### src/rtl/pcs_10g_hi_ber_fsm_if.sv
// Signal bundle between the sync-header checker, the hi-BER monitor and the PCS status stage.
// No valid/ready handshake: every input is sampled each clock and every output is a registered level.
interface pcs_10g_hi_ber_fsm_if;
  logic        block_lock;
  logic        sh_strobe;
  logic        sh_valid;
  logic        clr_cnt;
  logic        hi_ber;
  logic [5:0]  ber_cnt;
  logic [15:0] sh_invalid_cnt;
  logic [1:0]  ber_state;

  modport master (
    output block_lock, sh_strobe, sh_valid, clr_cnt,
    input  hi_ber, ber_cnt, sh_invalid_cnt, ber_state
  );

  modport slave (
    input  block_lock, sh_strobe, sh_valid, clr_cnt,
    output hi_ber, ber_cnt, sh_invalid_cnt, ber_state
  );
endinterface

### src/rtl/pcs_10g_hi_ber_fsm.sv
// 10GBASE-R receive BER monitor: counts invalid sync headers per fixed window and
// raises hi_ber when a window reaches the threshold; also keeps a saturating total.
module pcs_10g_hi_ber_fsm #(
  parameter int TIMER_CYCLES  = 80566,
  parameter int HI_BER_THRESH = 16
) (
  input logic               clk,
  input logic               rst_n,
  pcs_10g_hi_ber_fsm_if.slave bus
);

  localparam int TW = $clog2(TIMER_CYCLES);
  localparam logic [TW-1:0] TIMER_LAST = TW'(TIMER_CYCLES - 1);
  localparam logic [5:0]    THRESH     = 6'(HI_BER_THRESH);

  typedef enum logic [1:0] {
    ST_INIT   = 2'd0,
    ST_TEST   = 2'd1,
    ST_HI_BER = 2'd2
  } state_t;

  state_t        state_q, state_nxt;
  logic [TW-1:0] timer_q, timer_nxt;
  logic          hi_ber_q, hi_ber_nxt;
  logic [5:0]    ber_cnt_q, ber_cnt_nxt;
  logic [15:0]   inv_cnt_q, inv_cnt_nxt;

  logic       bad;
  logic       counted;
  logic       timer_done;
  logic [6:0] cnt_sum;

  always_ff @(posedge clk) begin
    if (!rst_n) begin
      state_q   <= ST_INIT;
      timer_q   <= '0;
      hi_ber_q  <= 1'b0;
      ber_cnt_q <= '0;
      inv_cnt_q <= '0;
    end else begin
      state_q   <= state_nxt;
      timer_q   <= timer_nxt;
      hi_ber_q  <= hi_ber_nxt;
      ber_cnt_q <= ber_cnt_nxt;
      inv_cnt_q <= inv_cnt_nxt;
    end
  end

  always_comb begin
    bad         = bus.sh_strobe & ~bus.sh_valid & bus.block_lock;
    timer_done  = (timer_q == TIMER_LAST);
    cnt_sum     = {1'b0, ber_cnt_q} + {6'd0, bad};
    state_nxt   = state_q;
    timer_nxt   = timer_done ? '0 : timer_q + TW'(1);
    hi_ber_nxt  = hi_ber_q;
    ber_cnt_nxt = ber_cnt_q;

    case (state_q)
      ST_INIT: begin
        timer_nxt   = '0;
        hi_ber_nxt  = 1'b0;
        ber_cnt_nxt = '0;
        if (bus.block_lock) state_nxt = ST_TEST;
      end
      ST_TEST: begin
        // Threshold wins over the window end, so a bad header on timer_done still counts.
        if (cnt_sum >= {1'b0, THRESH}) begin
          state_nxt   = ST_HI_BER;
          hi_ber_nxt  = 1'b1;
          ber_cnt_nxt = THRESH;
        end else if (timer_done) begin
          hi_ber_nxt  = 1'b0;
          ber_cnt_nxt = '0;
        end else begin
          ber_cnt_nxt = cnt_sum[5:0];
        end
      end
      ST_HI_BER: begin
        ber_cnt_nxt = THRESH;
        if (timer_done) begin
          state_nxt   = ST_TEST;
          ber_cnt_nxt = '0;
        end
      end
      default: begin
        state_nxt   = ST_INIT;
        timer_nxt   = '0;
        hi_ber_nxt  = 1'b0;
        ber_cnt_nxt = '0;
      end
    endcase

    if (!bus.block_lock) begin
      state_nxt   = ST_INIT;
      timer_nxt   = '0;
      hi_ber_nxt  = 1'b0;
      ber_cnt_nxt = '0;
    end

    // The cumulative count survives lock loss but ignores anything seen in INIT.
    counted     = bad & (state_q != ST_INIT);
    inv_cnt_nxt = inv_cnt_q;
    if (bus.clr_cnt) begin
      inv_cnt_nxt = {15'd0, counted};
    end else if (counted && (inv_cnt_q != 16'hFFFF)) begin
      inv_cnt_nxt = inv_cnt_q + 16'd1;
    end
  end

  assign bus.hi_ber         = hi_ber_q;
  assign bus.ber_cnt        = ber_cnt_q;
  assign bus.sh_invalid_cnt = inv_cnt_q;
  assign bus.ber_state      = state_q;

endmodule

### src/flat_wrapper.sv
// flat-port wrapper written by rule: the top's interface ports become plain ports
module pcs_10g_hi_ber_fsm_flat 
#(
  parameter int TIMER_CYCLES  = 80566,
  parameter int HI_BER_THRESH = 16
)
  (clk, rst_n, bus_block_lock, bus_sh_strobe, bus_sh_valid, bus_clr_cnt, bus_hi_ber, bus_ber_cnt, bus_sh_invalid_cnt, bus_ber_state);
  pcs_10g_hi_ber_fsm_if bus_i ();
  input logic clk;
  input logic rst_n;
  input wire logic [$bits(bus_i.block_lock)-1:0] bus_block_lock;
  input wire logic [$bits(bus_i.sh_strobe)-1:0] bus_sh_strobe;
  input wire logic [$bits(bus_i.sh_valid)-1:0] bus_sh_valid;
  input wire logic [$bits(bus_i.clr_cnt)-1:0] bus_clr_cnt;
  output wire logic [$bits(bus_i.hi_ber)-1:0] bus_hi_ber;
  output wire logic [$bits(bus_i.ber_cnt)-1:0] bus_ber_cnt;
  output wire logic [$bits(bus_i.sh_invalid_cnt)-1:0] bus_sh_invalid_cnt;
  output wire logic [$bits(bus_i.ber_state)-1:0] bus_ber_state;
  assign bus_i.block_lock = bus_block_lock;
  assign bus_i.sh_strobe = bus_sh_strobe;
  assign bus_i.sh_valid = bus_sh_valid;
  assign bus_i.clr_cnt = bus_clr_cnt;
  assign bus_hi_ber = bus_i.hi_ber;
  assign bus_ber_cnt = bus_i.ber_cnt;
  assign bus_sh_invalid_cnt = bus_i.sh_invalid_cnt;
  assign bus_ber_state = bus_i.ber_state;
  pcs_10g_hi_ber_fsm #(.TIMER_CYCLES(TIMER_CYCLES), .HI_BER_THRESH(HI_BER_THRESH)) u_core (.clk(clk), .rst_n(rst_n), .bus(bus_i));
endmodule
### config.mk
export PLATFORM = sky130hd
export DESIGN_NAME = pcs_10g_hi_ber_fsm_flat
export DESIGN_NICKNAME = d
export VERILOG_FILES = /design/src/rtl/pcs_10g_hi_ber_fsm_if.sv /design/src/rtl/pcs_10g_hi_ber_fsm.sv /design/src/flat_wrapper.sv
export SDC_FILE = /design/constraint.sdc
export NUM_CORES = 1
export LEC_CHECK = 0
export CAP_MARGIN = 30
export CORE_MARGIN = 5
export CORE_UTILIZATION = 50
export CTS_CLUSTER_SIZE = 30
export DETAILED_ROUTE_END_ITERATION = 12
export DONT_BUFFER_PORTS = 1
export PLACE_DENSITY = 0.72
export SLEW_MARGIN = 5
export SYNTH_ARGS = -nofsm -noshare
export SYNTH_HDL_FRONTEND = slang
export SYNTH_SLANG_ARGS = --single-unit
### constraint.sdc
create_clock -name clk -period 3.2 [get_ports clk]
set_clock_uncertainty 0.15 [all_clocks]
set_input_delay 0.48 -clock clk [delete_from_list [all_inputs] [get_ports clk]]
set_output_delay 0.48 -clock clk [all_outputs]
set_load 0.01 [all_outputs]
==> flow_summary.json <==
{
  "drt_iter0_drc": 96,
  "yosys.area.top_type": "dfxtp_1",
  "synth_async_sr_flop_share_pct": 0,
  "yosysWarningCount": 0,
  "critical_path_class": "reg -> reg",
  "synth.distinct_cells": 44,
  "startpoint": "u_core.bus.ber_state[0]$_SDFFE_PN0P_",
  "cts_made_buffers": 5,
  "tritoncts": "done",
  "setup_violations": 0,
  "finalCritPeriodShare_pct": 73.2,
  "relSlewSlack_pct": 62.9,
  "cts_hold_buf": 0,
  "grt_overflow_total": 0,
  "worstPathArrival_ns": 2.35,
  "place_inst": 277,
  "fmax_ghz": 0.427,
  "viasPerCell": 5.59,
  "start_kind": "flip-flop",
  "min_from": "rst_n",
  "cp_cell_sequence": "inv_1, ha_1, nand4bb_2, nor3_1, nand4_1, mux2i_1, nor2_1",
  "final_cells": 284,
  "powerDensity_nw_per_um2": 437,
  "place.gp.congestion": 0.758,
  "dr_total_vias": 1587,
  "status": "finished clean",
  "antenna_found_initial": 0,
  "power.leakage_nw": 0.737,
  "drive_gt1_share_pct": 7.69,
  "critPathSlowestCell": "dfxtp_1",
  "cts.htree.levels": 2,
  "path_buf_inv": 1,
  "grt_max_degree": 20,
  "syn_to_final_growth_pct": 7.48,
  "insertedDiodeCount": 0,
  "reg2reg_from": "u_core.bus.ber_state[0]$_SDFFE_PN0P_",
  "cp.required_ns": 3.21,
  "post-route-util_pct": 55.7,
  "crit_path_end_kind": "flip-flop",
  "path_clk_slew_ns": 0.08,
  "synth_top_cell_area_share_pct": 40.6,
  "root_buffer": "clkbuf_8",
  "clk_path_buf_depth": 2,
  "synth_edf_count": 0,
  "drv_slew": 0,
  "synth_cells": 231,
  "cts_setup_buffers": 0,
  "tns_ns": 0,
  "min_period_ns": 2.34,
  "synth_ff_type": "dfxtp_1",
  "wl_per_cell_um": 13.8,
  "synth-seq-cells": 42,
  "io_pins": 31,
  "synth.net_count": 247,
  "cts_resized": 0,
  "nNetsFinal": 250,
  "antenna_left": 0,
  "slowest_delay_ns": 0.48,
  "fp.dieH_um": 74.4,
  "synth_area_sq_um": 2070,
  "clock_sinks": 42,
  "die_width_um": 74.4,
  "insertion_delay_ns": 0.28,
  "syn_avg_cell_area_sq_um": 8.98,
  "max-cap-violations": 0,
  "dieArea_sq_um": 5530,
  "hold_viol": 0,
  "port_buffers": 0,
  "seq_area_frac_synth_pct": 40.6,
  "synthTopCellsByArea": "dfxtp_1, nor2_1, ha_1",
  "grtUsageTotal_pct": 15.1,
  "crit_family": "simple AND/OR/NAND/NOR gates",
  "core_area_sq_um": 4000,
  "hpwl_mm": 2.86,
  "dr.pass1.iters": 4,
  "grt_first_pass_wirelength_mm": 6.69,
  "ir_drop_uv": 273,
  "drc": 0,
  "first_global_vias": 1511,
  "grt_setup_unrepaired": "false",
  "min_path_type": "in -> reg",
  "initial_core_util_pct": 51.8,
  "totalWireLength_mm": 3.92,
  "worstPathMaxFanout": 7,
  "rows": 23,
  "max_slew.worst_pin.slew_ns": 0.553
}
final cells by class:
class / count / area (sq um)
Clock buffer: 6 / 82.6
Clock inverter: 1 / 30.0
Fill cell: 367 / 1770
Inverter: 8 / 30.0
Multi-Input combinational cell: 177 / 1180
Sequential cell: 42 / 841
Tap cell: 50 / 62.6
routing by layer:
metal | GRT usage, % | part of all wire [%]
met5 | 0 | 0
met2 | 25.1 | 47
met1 | 18.9 | 46
met3 | 4.86 | 6.3
met4 | 4.15 | 0.74
final timing paths:
path	end	slack, ns	cells after the start
min reg2reg	u_core.timer_q[0]$_SDFF_PP0_	0.31	1
max	u_core.bus.sh_invalid_cnt[15]$_SDFFE_PP0P_	0.86	7
max reg2reg	u_core.bus.sh_invalid_cnt[15]$_SDFFE_PP0P_	0.86	7
min	u_core.bus.sh_invalid_cnt[0]$_SDFFE_PN0P_	0.20	1
synth_stat cells (2+ instances only):
master	number
xor2_1	12
dfxtp_1	42
nand3_1	17
o21ai_0	7
nor4b_1	2
a21oi_1	6
mux2i_1	4
clkbuf_1	2
inv_1	8
and4bb_2	2
nor2_1	35
nand2_1	14
xnor2_1	12
ha_1	10
nand4_1	9
nor4_1	3
or3_1	4
and4_1	3
nor3_1	10
a31oi_1	2
and2_1	4
registers in the layout (all words and copies together), names as in the netlist:
register and flops:
u_core.timer_q 17, u_core.bus.sh_invalid_cnt 16, u_core.bus.ber_cnt 6, u_core.bus.ber_state 2, u_core.bus.hi_ber 1
where the power goes:
group	leakage, nW	switching (mW)	internal (mW)
logic	0.340	0.0159	0.0111
clock network	0.0573	0.166	0.249
registers	0.339	0.00549	0.525
placed cells by master (no fill, tap or decap), types with 8 or more instances in the layout:
cell type  count
nor3_1        10
ha_1          10
nand3_1       17
inv_1          8
xnor2_1       12
nand2_1       14
dfxtp_1       42
nor2_1        35
xor2_1        12
nand4_1        9
metrics by stage:
| stage | worst slack [ns] | total power [mW] | area [sq um] | hold WS, ns |
|---|---|---|---|---|
| after global routing | 0.665 | 1.01 | 2230 | 0.195 |
| after global placement | 0.895 | 0.570 | 2120 | 0.294 |
| after CTS | 0.857 | 0.987 | 2230 | 0.195 |
| final | 0.859 | 0.974 | 2230 | 0.199 |
| after detailed placement | 0.824 | 0.570 | 2120 | 0.305 |
| after floorplan | 0.868 | 0.567 | 2070 | 0.279 |
logic make-up (layout without fill, tap and decap cells):
| logic type | after synthesis | in the layout | share of synthesized area (%) |
|---|---|---|---|
| flip-flops | 42 | 42 | 40.6 |
| XOR/XNOR | 24 | 24 | 10.1 |
| multiplexers | 4 | 4 | 1.93 |
| adder cells (fa/ha/maj) | 10 | 10 | 6.04 |
| AND/OR/NAND/NOR | 116 | 116 | 31.8 |
| buffers and inverters | 12 | 15 | 2.41 |
| AO/OA/AOI/OAI | 22 | 22 | 6.94 |
| other | 1 | 1 | 0.181 |
No activity file was read; power rests on OpenSTA's default activity.
